<file path="src/rtl/fnd_src_pkg.sv">
// fnd_src_pkg: FSM states, BCD limits and the shift-add-3 digit adjust shared by the FND source mux
package fnd_src_pkg;

    typedef enum logic [1:0] {IDLE, CONV, DONE} state_t;

    localparam logic [23:0] BCD_MAX = 24'h999999;
    localparam logic [19:0] BIN_MAX = 20'd999999;
    localparam int          DIGITS  = 6;

    // Add 3 to every BCD digit that is 5 or more, ahead of the next left shift
    function automatic logic [23:0] bcd_adj(input logic [23:0] a);
        logic [23:0] r;
        r = a;
        for (int i = 0; i < DIGITS; i++)
            if (r[4*i +: 4] >= 4'd5) r[4*i +: 4] = r[4*i +: 4] + 4'd3;
        return r;
    endfunction

endpackage

</file>
<file path="src/rtl/fnd_src_mux_bin2bcd.sv">
// bin2bcd_seq: sequential binary to 6-digit BCD converter, one shift-add-3 step per cycle, saturating at 999999
module bin2bcd_seq
    import fnd_src_pkg::*;
#(
    parameter int BIN_W = 20
)(
    input  logic             clk,
    input  logic             rst_n,
    input  logic             start_i,
    input  logic             abort_i,
    input  logic [BIN_W-1:0] bin_i,
    output logic             done_o,
    output logic [23:0]      bcd_o
);

    localparam int CW = $clog2(BIN_W + 1);

    logic             run_q;
    logic             sat_q;
    logic [CW-1:0]    cnt_q;
    logic [23:0]      acc_q;
    logic [23:0]      adj;
    logic [BIN_W-1:0] sh_q;

    assign adj    = bcd_adj(acc_q);
    assign done_o = run_q && cnt_q == '0;
    assign bcd_o  = sat_q ? BCD_MAX : acc_q;

    // Load on start, then shift the adjusted accumulator and the binary operand left together once per cycle
    always_ff @(posedge clk) begin
        if (!rst_n) begin
            run_q <= 1'b0;
            sat_q <= 1'b0;
            cnt_q <= '0;
            acc_q <= '0;
            sh_q  <= '0;
        end else if (start_i) begin
            run_q <= 1'b1;
            sat_q <= 20'(bin_i) > BIN_MAX;
            cnt_q <= CW'(BIN_W);
            acc_q <= '0;
            sh_q  <= bin_i;
        end else if (abort_i || done_o) begin
            run_q <= 1'b0;
        end else if (run_q) begin
            {acc_q, sh_q} <= {adj, sh_q} << 1;
            cnt_q         <= cnt_q - 1'b1;
        end
    end

endmodule

</file>
<file path="src/rtl/fnd_src_mux.sv">
// fnd_src_mux: registered display-source selector with BCD conversion; FND_AUTO_SCROLL_EN adds tick-driven auto-scroll
module fnd_src_mux
    import fnd_src_pkg::*;
#(
    parameter int             NCH          = 4,
    parameter int             BIN_W        = 20,
    parameter logic [NCH-1:0] BIN_MASK     = 4'b1100,
    parameter int             SCROLL_TICKS = 3,
    localparam int            SW           = $clog2(NCH)
)(
    input  logic              clk,
    input  logic              rst_n,
    input  logic              sel_next,
    input  logic              sel_force_en,
    input  logic [SW-1:0]     sel_force,
    input  logic              tick_1s,
    input  logic [NCH*24-1:0] ch_data,
    output logic [SW-1:0]     cur_sel,
    output logic [23:0]       fnd_bcd,
    output logic              fnd_valid,
    output logic              busy
);

    localparam logic [SW-1:0] LAST  = SW'(NCH - 1);
    localparam logic [SW:0]   NCH_L = (SW + 1)'(NCH);

    state_t        state_q, state_d;
    logic [SW-1:0] sel_q, sel_d, sel_inc, sel_frc;
    logic [23:0]   word, data_q, bcd_q, eng_bcd;
    logic          fmt_q, valid_q, chg, latch, wr, eng_done, auto_adv;

    assign word    = ch_data[sel_q*24 +: 24];
    assign sel_inc = (sel_q == LAST) ? '0 : sel_q + 1'b1;
    assign sel_frc = ({1'b0, sel_force} >= NCH_L) ? LAST : sel_force;

`ifdef FND_AUTO_SCROLL_EN
    localparam int TW = $clog2(SCROLL_TICKS + 1);

    logic [TW-1:0] dwell_q;

    assign auto_adv = tick_1s && !sel_force_en && dwell_q == TW'(SCROLL_TICKS - 1);

    // Dwell counter: counts ticks on the current channel; any manual change or an auto advance restarts it
    always_ff @(posedge clk) begin
        if (!rst_n) dwell_q <= '0;
        else if (sel_next || sel_force_en || auto_adv) dwell_q <= '0;
        else if (tick_1s) dwell_q <= dwell_q + 1'b1;
    end
`else
    logic unused_tick;

    assign unused_tick = tick_1s;
    assign auto_adv    = 1'b0;
`endif

    // Channel selection by priority and the IDLE/CONV/DONE sequencing; a channel change restarts from IDLE
    always_comb begin
        sel_d   = sel_force_en ? sel_frc : (sel_next || auto_adv) ? sel_inc : sel_q;
        chg     = sel_d != sel_q;
        latch   = state_q == IDLE && !chg;
        wr      = state_q == CONV && !chg && (!fmt_q || eng_done);
        state_d = (state_q == IDLE) ? (chg ? IDLE : CONV) :
                  (state_q == CONV) ? (chg ? IDLE : (wr ? DONE : CONV)) : IDLE;
    end

    bin2bcd_seq #(.BIN_W(BIN_W)) u_conv (
        .clk    (clk),
        .rst_n  (rst_n),
        .start_i(latch && BIN_MASK[sel_q]),
        .abort_i(state_q == CONV && chg),
        .bin_i  (word[BIN_W-1:0]),
        .done_o (eng_done),
        .bcd_o  (eng_bcd)
    );

    // State, sample latch and output register; fnd_bcd only moves together with the fnd_valid pulse
    always_ff @(posedge clk) begin
        if (!rst_n) begin
            sel_q   <= '0;
            state_q <= IDLE;
            data_q  <= '0;
            fmt_q   <= 1'b0;
            bcd_q   <= '0;
            valid_q <= 1'b0;
        end else begin
            sel_q   <= sel_d;
            state_q <= state_d;
            valid_q <= wr;
            if (latch) begin
                data_q <= word;
                fmt_q  <= BIN_MASK[sel_q];
            end
            if (wr) bcd_q <= fmt_q ? eng_bcd : data_q;
        end
    end

    assign cur_sel   = sel_q;
    assign fnd_bcd   = bcd_q;
    assign fnd_valid = valid_q;
    assign busy      = state_q != IDLE;

endmodule

</file>
<file path="config.mk">
export PLATFORM = sky130hd
export DESIGN_NAME = fnd_src_mux
export DESIGN_NICKNAME = d
export VERILOG_FILES = /design/src/rtl/fnd_src_pkg.sv /design/src/rtl/fnd_src_mux_bin2bcd.sv /design/src/rtl/fnd_src_mux.sv
export SDC_FILE = /design/constraint.sdc
export NUM_CORES = 1
export LEC_CHECK = 0
export BUFFER_PORTS_ARGS = -buffer_cell sky130_fd_sc_hd__buf_2
export CORE_MARGIN = 8
export CORE_UTILIZATION = 30
export CTS_CLUSTER_DIAMETER = 80
export DETAILED_ROUTE_END_ITERATION = 6
export GPL_TIMING_DRIVEN = 0
export PLACE_DENSITY = 0.48
export SLEW_MARGIN = 10
export SYNTH_ARGS = -nofsm -noshare
export SYNTH_HDL_FRONTEND = slang
export SYNTH_SLANG_ARGS = --single-unit
</file>
<file path="constraint.sdc">
create_clock -name clk -period 2.35 [get_ports clk]
set_input_delay 0.47 -clock clk [delete_from_list [all_inputs] [get_ports clk]]
set_output_delay 0.47 -clock clk [all_outputs]
set_load 0.02 [all_outputs]
</file>
==> impl_metrics.env, run 1 <==
export IMPL_status="completed"
export IMPL_slew_viol_final=0
export IMPL_globalRouteTotalUtil_pct=15.3
export IMPL_final_setup_tns_ns=0
export IMPL_crit_fanout=10
export IMPL_syn_to_final_growth_pct=26.7
export IMPL_finalHoldViolCount=0
export IMPL_path_cells="ha_4 > or3b_1 > a32o_2 > o21ai_4 > buf_12 > a21oi_4 > buf_2 > a211oi_1"
export IMPL_worstPathRequired_ns=2.62
export IMPL_drcViolationCount=0
export IMPL_synth_area_leaders="dfxtp_1 (38%), nand2_1 (9.3%), mux4_2 (7.3%)"
export IMPL_period_needed_ns=2.24
export IMPL_vias_per_cell=5.07
export IMPL_timing_fmax_mhz=447
export IMPL_io_pins=131
export IMPL_synthSimpleGateAreaFrac_pct=19.1
export IMPL_synth_top_family_by_area="compound AO/OA/AOI/OAI gates"
export IMPL_setup_viol=0
export IMPL_synth_seq_cells=105
export IMPL_io_buffers=128
export IMPL_p_total_mw=4.33
export IMPL_pre_cts_ws_ns=-0.122
export IMPL_core_area_um2=18500
export IMPL_final_cells=1010
export IMPL_dp_cells=987
export IMPL_slowest_stage="or3b_1"
export IMPL_maxCapViolations=0
export IMPL_grt_pass1_vias=5320
export IMPL_p_leak_nw=2.70
export IMPL_clkTransAtPathRegs_ns=0.07
export IMPL_die_area_um2=23200
export IMPL_ys_warn_count=0
export IMPL_synth_fa_ha_area_share_pct=3.14
export IMPL_cts_tree="built"
export IMPL_synth_main_ff_cell="dfxtp_1"
export IMPL_synth_cell_types=59
export IMPL_finalCritPeriodShare_pct=95.2
export IMPL_n_antenna_cell=0
export IMPL_synth_edf_count=0
export IMPL_fp_row_count=50
export IMPL_worst_ep_arrival_time_ns=2.51
export IMPL_cp_top_family="compound AO/OA/AOI/OAI gates"
export IMPL_dr_wl_met3_um=742
export IMPL_synthXorXnorAreaFrac_pct=1.26
export IMPL_gr_total_overflow=0
export IMPL_top_layer="met4"
export IMPL_wirelength_mm=18.2
export IMPL_cts_root_buffer="clkbuf_16"
export IMPL_wl_met2_mm=8.80
export IMPL_power_density_nw_per_um2=614
export IMPL_die_height_um=152
export IMPL_fillers=1865
export IMPL_die_width_um=152
export IMPL_cp_buffers_inverters=2
export IMPL_hold_class="in -> reg"
export IMPL_dp_hpwl_mm=14.2
export IMPL_drt_first_iter_violations=242
export IMPL_dpl_instance_area_um2=6500
export IMPL_start_kind="flop"
export IMPL_crit_path_end_kind="flop"
export IMPL_first_pass_iters=5
export IMPL_antenna_found_initial=0
export IMPL_drt_met1_wl_mm=8.36
export IMPL_slowest_delay_ns=0.35
export IMPL_syn_num_nets=742
export IMPL_rsz0062_at_grt="false"
export IMPL_cts_buffers=9
export IMPL_ant_nets=0
export IMPL_layout_drive_gt1_share_pct=31.8
export IMPL_nets=888
export IMPL_timing_final_ws_setup_ns=0.112
export IMPL_vias=5124
export IMPL_syn_area_per_cell_um2=8.91
export IMPL_ys_seq_area_share_pct=37.7
export IMPL_synth_cells=625
export IMPL_clock_latency_ns=0.36
export IMPL_synth_area_leader_cell="dfxtp_1"
export IMPL_start_util_pct=30.2
export IMPL_grt_pass1_wl_mm=28.3
export IMPL_ir_drop_mv=0.333
export IMPL_fin_area_um2=7060
export IMPL_gp_congestion=0.821
export IMPL_cts_sinks=105
export IMPL_muxShareOfSynthArea_pct=9.75
export IMPL_slew_headroom_pct=55.6
export IMPL_worst_pin_slew_ns=0.666
export IMPL_htree_levels=3
export IMPL_criticalPathCategory="reg -> reg"
export IMPL_async_flop_share_pct=0
export IMPL_fin_skew_ns=0.0102
export IMPL_grt_max_degree=17
export IMPL_synth_compound_area_share_pct=22.8
export IMPL_clockBufferDepth=2
export IMPL_wl_per_cell_um=18.0
export IMPL_synth_top_area_share_pct=37.7
export IMPL_syn_area_um2=5570
worst paths after layout:
kind / start / endpoint / slack (ns) / cells past startpoint
max: cur_sel[0] / u_conv.cnt_q[1] / 0.11 / 8
min: sel_force_en / cur_sel[1] / 0.39 / 2
max reg2reg: cur_sel[0] / u_conv.cnt_q[1] / 0.11 / 8
min reg2reg: fnd_bcd[20] / fnd_bcd[20] / 0.46 / 2
final cells by class:
| class | count | area (um^2) | area share (%) |
|---|---|---|---|
| Sequential cell | 105 | 2100 | 29.8 |
| Timing Repair Buffer | 136 | 761 | 10.8 |
| Clock buffer | 11 | 253 | 3.58 |
| Buffer | 45 | 352 | 4.98 |
| Inverter | 16 | 60.1 | 0.851 |
| Tap cell | 234 | 293 | 4.15 |
| Multi-Input combinational cell | 458 | 3180 | 45.1 |
| Clock inverter | 5 | 53.8 | 0.762 |
worst register-to-register path: stages (launching register included):
cell      delay, ns
dfxtp_2        0.34
ha_4           0.24
or3b_1         0.35
a32o_2         0.32
o21ai_4        0.15
buf_12         0.16
a21oi_4        0.08
buf_2          0.24
a211oi_1       0.26
where the power goes:
| part | switching [mW] | total, mW | internal, mW |
|---|---|---|---|
| registers | 0.0739 | 1.94 | 1.87 |
| logic | 0.437 | 0.808 | 0.371 |
| clock network | 0.701 | 1.58 | 0.882 |
| total | 1.21 | 4.33 | 3.12 |
per-layer routing:
layer	track usage [%]	vias up
li1	-	2524
met2	26.3	129
met5	0	-
met3	2.69	15
met1	18.9	2456
met4	5.38	0
timing repair:
| item | in CTS | in global routing |
|---|---|---|
| hold endpoints to repair | 0 | 0 |
| setup buffers | 0 | 6 |
| gates cloned | 0 | 2 |
| endpoints found under the setup margin | 46 | 95 |
| pin swaps | 0 | 4 |
| hold buffers | 0 | 0 |
| resized for setup | 4 | 50 |
cell usage in the layout, fill, tap and decap left out, types with 5 or more instances in the layout:
cell type  instances
nor3b_1           10
nand3_1            7
a21oi_1           31
clkbuf_2           9
buf_12             5
mux4_2            18
a211oi_1           6
mux2i_1            7
clkbuf_16         11
ha_1              13
a21boi_0          27
buf_6              6
o221ai_1          11
clkbuf_1          11
xnor2_1            8
a31oi_1           20
nor3b_2            8
inv_1             16
nand2b_1           8
buf_4              9
nand2_1          138
mux2_2             6
dfxtp_1          103
a21boi_1          11
nor2_1            29
a221oi_2           9
buf_2            133
o21ai_0           39
metrics by stage:
step	utilization, %	hold WS, ns
CTS	36.9	0.379
floorplan	-	0.432
global placement	35.2	0.444
detailed placement	35.2	0.452
global route	38.3	0.391
finish	38.3	0.390
registers in the layout, summed over array words and instances (netlist names):
register / count
u_conv.run_q: 1
cur_sel: 2
fnd_valid: 1
u_conv.cnt_q: 5
fmt_q: 1
fnd_bcd: 24
data_q: 24
u_conv.sh_q: 20
state_q: 2
u_conv.acc_q: 24
u_conv.sat_q: 1
cells by family after synthesis:
| group | count (synthesis) |
|---|---|
| buf+inv | 62 |
| xor+xnor | 8 |
| fa+ha+maj | 14 |
| mux | 31 |
| simple gates | 225 |
| flops | 105 |
| compound gates | 180 |
cell usage after synthesis (11+ instances only):
master    number
dfxtp_1      105
a21oi_1       33
clkbuf_1      21
ha_1          14
a21boi_1      11
nor2_1        29
mux4_2        18
a21boi_0      27
o21ai_0       39
buf_2         12
o221ai_1      11
inv_1         16
nand2_1      138
a31oi_1       20
(Power assumes the default switching activity.)
==> run 2: changes to the inputs <==
--- a/config.mk
+++ b/config.mk
@@ -7,11 +7,10 @@
 export LEC_CHECK = 0
 export BUFFER_PORTS_ARGS = -buffer_cell sky130_fd_sc_hd__buf_2
 export CORE_MARGIN = 8
-export CORE_UTILIZATION = 30
+export CORE_UTILIZATION = 54
 export CTS_CLUSTER_DIAMETER = 80
 export DETAILED_ROUTE_END_ITERATION = 6
-export GPL_TIMING_DRIVEN = 0
-export PLACE_DENSITY = 0.48
+export PLACE_DENSITY = 0.78
 export SLEW_MARGIN = 10
 export SYNTH_ARGS = -nofsm -noshare
 export SYNTH_HDL_FRONTEND = slang
==> run 2 against run 1 <==
Against the previous run: critical endpoint is now u_conv.cnt_q[2]; largest cell class unchanged; combinational power decreased by 4.7%; register-to-register slack lost 0.04 ns; core utilization grew 27 points; cell count is 12% lower; first-iteration DRC count grew 62%; total power decreased by 9.7%; clock skew grew 0.0041 ns; worst hold slack better by 0.036 ns; clock power shrank 23%; setup slack got worse by 0.039 ns; highest routed layer unchanged.
==> impl_metrics.env, run 2 (synthesized netlist as in run 1, its figures left out) <==
export IMPL_status="completed"
export IMPL_n_antenna_cell=0
export IMPL_nets=862
export IMPL_clockBufferDepth=2
export IMPL_combPwrFrac_pct=19.7
export IMPL_gr_total_overflow=0
export IMPL_gp_congestion=0.843
export IMPL_timing_fmax_mhz=439
export IMPL_hold_slack_ns=0.425
export IMPL_p_leak_nw=2.53
export IMPL_path_cells="ha_4 > or3b_1 > a32o_2 > o21ai_4 > buf_6 > a21oi_4 > a221o_1 > and3_1"
export IMPL_p_total_mw=3.91
export IMPL_p_sw_share_pct=30.2
export IMPL_criticalPathCategory="reg -> reg"
export IMPL_start_util_pct=54.7
export IMPL_p_switching_mw=1.18
export IMPL_grt_pass1_wl_mm=25.2
export IMPL_maxCapViolations=0
export IMPL_worst_ep_arrival_time_ns=2.57
export IMPL_io_buffers=129
export IMPL_crit_fanout=5
export IMPL_core_area_um2=10200
export IMPL_first_pass_iters=5
export IMPL_layout_drive_gt1_share_pct=30.8
export IMPL_cts_sinks=105
export IMPL_vias_per_cell=5.88
export IMPL_fp_row_count=37
export IMPL_wl_per_cell_um=17.8
export IMPL_wirelength_mm=15.8
export IMPL_clock_latency_ns=0.40
export IMPL_grt_pass1_vias=5235
export IMPL_htree_levels=3
export IMPL_power_density_nw_per_um2=587
export IMPL_setup_viol=0
export IMPL_worst_pin_slew_ns=0.987
export IMPL_slowest_stage="or3b_1"
export IMPL_dp_hpwl_mm=10.8
export IMPL_die_width_um=118
export IMPL_grt_max_degree=48
export IMPL_slew_headroom_pct=33.5
export IMPL_vias=5206
export IMPL_drt_first_iter_violations=391
export IMPL_final_cells=886
export IMPL_die_area_um2=13800
export IMPL_postCtsHoldBufs=0
export IMPL_slew_viol_final=0
export IMPL_period_needed_ns=2.28
export IMPL_r2r_end="u_conv.cnt_q[2]"
export IMPL_r2r_start="cur_sel[0]"
export IMPL_finalCritPeriodShare_pct=96.9
export IMPL_cts_root_buffer="clkbuf_8"
export IMPL_start_kind="flop"
export IMPL_io_pins=131
export IMPL_crit_path_end="u_conv.cnt_q[2]"
export IMPL_globalRouteTotalUtil_pct=22.0
export IMPL_hold_class="in -> reg"
export IMPL_ant_nets=0
export IMPL_slowest_delay_ns=0.37
export IMPL_worstPathRequired_ns=2.64
export IMPL_finalHoldViolCount=0
export IMPL_layout_commonest_cell="nand2_1"
export IMPL_syn_to_final_growth_pct=19.6
export IMPL_final_cell_mix="nand2_1 (137), buf_2 (130), dfxtp_1 (103)"
export IMPL_crit_path_end_kind="flop"
export IMPL_r2r_slack_ns=0.07
export IMPL_antenna_found_initial=0
export IMPL_clkPwrFrac_pct=30.8
export IMPL_seqPwrFrac_pct=49.5
export IMPL_clkTransAtPathRegs_ns=0.11
export IMPL_p_int_mw=2.73
export IMPL_fin_skew_ns=0.0143
export IMPL_worstSetupStartpoint="cur_sel[0]"
export IMPL_cts_buffers=9
export IMPL_drcViolationCount=0
export IMPL_die_height_um=118
export IMPL_cts_tree="built"
export IMPL_r2r_cells=8
export IMPL_ir_drop_mv=0.296
export IMPL_dp_cells=863
==> run 2: cell types whose count changed in the layout (fill, tap and decap cells not counted), moves of 3 or more <==
cell / change
inv_6: +3
clkbuf_2: -9
clkbuf_8: +7
clkbuf_16: -10
buf_8: -4
clkinv_2: -3
clkbuf_1: -11
buf_4: +3
buf_2: -3
==> run 2: metal layers <==
layer / GRT usage, % / vias up / part of all wire [%]
li1: - / 2470 / -
met1: 26.3 / 2470 / 42
met2: 36.6 / 228 / 49
met3: 5.18 / 38 / 6.7
met4: 10.2 / 0 / 2.7
met5: 0 / - / 0
==> run 2: worst min path at each step <==
stage	slack (ns)	from	cells past startpoint	endpoint
after floorplan	0.43	u_conv.sh_q[19]	2	u_conv.acc_q[0]
after global placement	0.44	fnd_bcd[7]	2	fnd_bcd[7]
after detailed placement	0.44	fnd_bcd[7]	2	fnd_bcd[7]
after CTS	0.42	sel_force[1]	3	cur_sel[1]
after global routing	0.42	sel_force[1]	3	cur_sel[1]
final	0.43	sel_force[1]	3	cur_sel[1]
==> run 2: timing repair <==
| action | CTS | global route |
|---|---|---|
| pin swaps | 1 | 3 |
| setup buffers | 0 | 2 |
| gates cloned | 3 | 2 |
| setup endpoints to repair | 54 | 80 |
| gates resized for setup | 7 | 7 |
==> run 2: per-stage QoR <==
stage	TNS (ns)	cell area (um^2)	setup slack, ns	util (%)
2_1_floorplan	0	5570	0.118	-
3_3_place_gp	-1.61	6300	-0.146	61.9
3_5_place_dp	-3.19	6300	-0.226	61.9
4_1_cts	-0.0353	6570	-0.0353	64.5
5_1_grt	-0.0778	6660	-0.0342	65.4
6_report	0	6660	0.0732	65.4
==> run 2: area by class of cell <==
cell class              instances  area, um^2
clock buffers                   9         124
clock inverters                 7        83.8
fillers                       856        3520
inverters                      16        60.1
multi-input cells             461        3200
flip-flops and latches        105        2100
well taps                     136         170
repair buffers                152         918
==> run 2: critical path, delay by kind of cell (launching register included) <==
| kind | cells | cell delay, ns |
|---|---|---|
| compound gates | 4 | 0.86 |
| fa+ha+maj | 1 | 0.24 |
| buf+inv | 1 | 0.18 |
| flops | 1 | 0.35 |
| simple gates | 2 | 0.55 |
==> run 2: power by group through the flow <==
stage	registers [mW]	clock network [mW]	logic, mW
floorplan	1.97	0	0.485
global placement	1.97	0	0.687
detailed placement	1.97	0	0.714
CTS	1.93	1.22	0.740
global route	1.95	1.30	0.836
finish	1.94	1.21	0.770
==> run 3: changes to the inputs <==
--- a/config.mk
+++ b/config.mk
@@ -7,10 +7,11 @@
 export LEC_CHECK = 0
 export BUFFER_PORTS_ARGS = -buffer_cell sky130_fd_sc_hd__buf_2
 export CORE_MARGIN = 8
-export CORE_UTILIZATION = 54
+export CORE_UTILIZATION = 56
+export CTS_BUF_LIST = sky130_fd_sc_hd__clkbuf_8
 export CTS_CLUSTER_DIAMETER = 80
 export DETAILED_ROUTE_END_ITERATION = 6
-export PLACE_DENSITY = 0.78
+export PLACE_DENSITY = 0.81
 export SLEW_MARGIN = 10
 export SYNTH_ARGS = -nofsm -noshare
 export SYNTH_HDL_FRONTEND = slang
==> run 3 against run 2 <==
Against the previous run: total power is 2.1% lower; sequential power hardly changed; clock skew is 0.0034 ns lower; die area is 3.1% lower; design area is 0.47% lower; first-iteration DRC count is 19% lower; count of clock-buffer cells in the layout stayed put; sequential cell count stayed put; combinational power hardly changed.
==> impl_metrics.env, run 3 (synthesized netlist as in run 1, its figures left out) <==
export IMPL_fp_row_count=36
export IMPL_drcViolationCount=0
export IMPL_antenna_found_initial=0
export IMPL_io_pins=131
export IMPL_p_leak_nw=2.53
export IMPL_grt_pass1_wl_mm=25.4
export IMPL_dp_cells=859
export IMPL_cts_buffers=9
export IMPL_crit_path_end_kind="flop"
export IMPL_first_pass_iters=5
export IMPL_htree_levels=3
export IMPL_syn_to_final_growth_pct=19.0
export IMPL_fin_skew_ns=0.0109
export IMPL_worst_pin_slew_ns=0.761
export IMPL_clkTransAtPathRegs_ns=0.10
export IMPL_grtUsageMet2_pct=40.3
export IMPL_clock_latency_ns=0.38
export IMPL_die_width_um=116
export IMPL_grt_pass1_vias=5283
export IMPL_multi_input_area_um2=3200
export IMPL_fillers=792
export IMPL_layout_commonest_cell="nand2_1"
export IMPL_wirelength_mm=15.4
export IMPL_grt_max_degree=42
export IMPL_die_height_um=116
export IMPL_nets=862
export IMPL_ff_latch_area_um2=2110
export IMPL_finalCritPeriodShare_pct=96.8
export IMPL_cts_sinks=105
export IMPL_period_needed_ns=2.28
export IMPL_gp_congestion=0.830
export IMPL_met1_usage_pct=28.1
export IMPL_final_setup_tns_ns=0
export IMPL_final_cell_mix="nand2_1 (137), buf_2 (129), dfxtp_1 (103)"
export IMPL_n_antenna_cell=0
export IMPL_path_cells="ha_4 > or3b_1 > a32o_2 > o21ai_4 > buf_6 > or2_4 > bufbuf_16 > nand2_1 > a21boi_0"
export IMPL_clockBufferDepth=2
export IMPL_power_density_nw_per_um2=578
export IMPL_hold_class="reg -> reg"
export IMPL_fin_area_um2=6630
export IMPL_timing_final_ws_setup_ns=0.0741
export IMPL_final_cells=883
export IMPL_setup_viol=0
export IMPL_worstPathRequired_ns=2.66
export IMPL_grt_use_met3_pct=6.15
export IMPL_slowest_stage="dfxtp_2"
export IMPL_maxCapViolations=0
export IMPL_finalHoldViolCount=0
export IMPL_die_area_um2=13400
export IMPL_rsz0062_at_grt="true"
export IMPL_cts_root_buffer="clkbuf_8"
export IMPL_criticalPathCategory="reg -> reg"
export IMPL_start_kind="flop"
export IMPL_dpl_instance_area_um2=6280
export IMPL_dp_hpwl_mm=10.8
export IMPL_grt_busiest_layer="met2"
export IMPL_drt_first_iter_violations=318
export IMPL_wl_per_cell_um=17.4
export IMPL_ir_drop_mv=0.289
export IMPL_cts_tree="built"
export IMPL_status="completed"
export IMPL_vias_per_cell=5.84
export IMPL_slowest_delay_ns=0.39
export IMPL_core_area_um2=9730
export IMPL_gr_total_overflow=0
export IMPL_globalRouteTotalUtil_pct=23.6
export IMPL_vias=5160
export IMPL_ant_nets=0
export IMPL_pre_cts_ws_ns=-0.245
export IMPL_slew_headroom_pct=49.2
export IMPL_crit_fanout=12
export IMPL_timing_fmax_mhz=439
export IMPL_layout_drive_gt1_share_pct=30.5
export IMPL_postCtsHoldBufs=0
export IMPL_start_util_pct=57.3
export IMPL_io_buffers=129
export IMPL_worst_ep_arrival_time_ns=2.58
export IMPL_slew_viol_final=0
==> run 3: changes by cell type in the layout (fill, tap and decap cells not counted), moves of 2 or more <==
cell      change
buf_4         +3
inv_6         -2
a21boi_1      +2
buf_6         -2
clkinv_2      +3
o21ai_1       +2
a21boi_0      -2
o21ai_0       -2
==> run 3: worst max-delay path: cells and delay by family, from the launching register on <==
kind / cells / cell delay (ns)
compound gates: 3 / 0.56
buf+inv: 2 / 0.45
simple gates: 3 / 0.58
fa+ha+maj: 1 / 0.22
flops: 1 / 0.39
==> run 3: what timing repair did <==
item                                    4_1_cts  5_1_grt
pin swaps                                     1        1
gates cloned                                  4        0
endpoints found under the setup margin       62       76
buffers inserted                              2        2
resized for setup                             8        9
==> run 3: path summary, 6_finish.rpt <==
| path | startpoint | endpoint | slack (ns) | cells after the start |
|---|---|---|---|---|
| max | cur_sel[0] | data_q[10] | 0.07 | 9 |
| min | fnd_bcd[0] | fnd_bcd[0] | 0.45 | 2 |
| max reg2reg | cur_sel[0] | data_q[10] | 0.07 | 9 |
| min reg2reg | fnd_bcd[0] | fnd_bcd[0] | 0.45 | 2 |
==> run 3: layout make-up <==
type | count | area share [%]
timing repair buffer | 152 | 13.7
inverter | 16 | 0.906
tap | 133 | 2.51
sequential | 105 | 31.8
clock inverter | 7 | 1.06
multi-input combinational | 461 | 48.2
clock buffer | 9 | 1.87
==> run 3: per-stage QoR <==
step                util (%)  power, mW  hold WS [ns]
global placement        64.5       2.64         0.440
finish                  68.2       3.83         0.451
CTS                     67.7       3.82         0.445
detailed placement      64.5       2.67         0.445
global route            68.2       4.00         0.455
floorplan                  -       2.45         0.432
==> run 3: power by group <==
group	switching, mW	total, mW	internal [mW]
Clock	0.632	1.12	0.493
Combinational	0.410	0.768	0.358
Sequential	0.0697	1.94	1.87
==> run 3: routing by layer <==
layer / vias to the layer above / wire length (um)
li1: 2476 / -
met1: 2422 / 6250
met2: 231 / 7550
met3: 31 / 1280
met4: 0 / 319
met5: - / 0
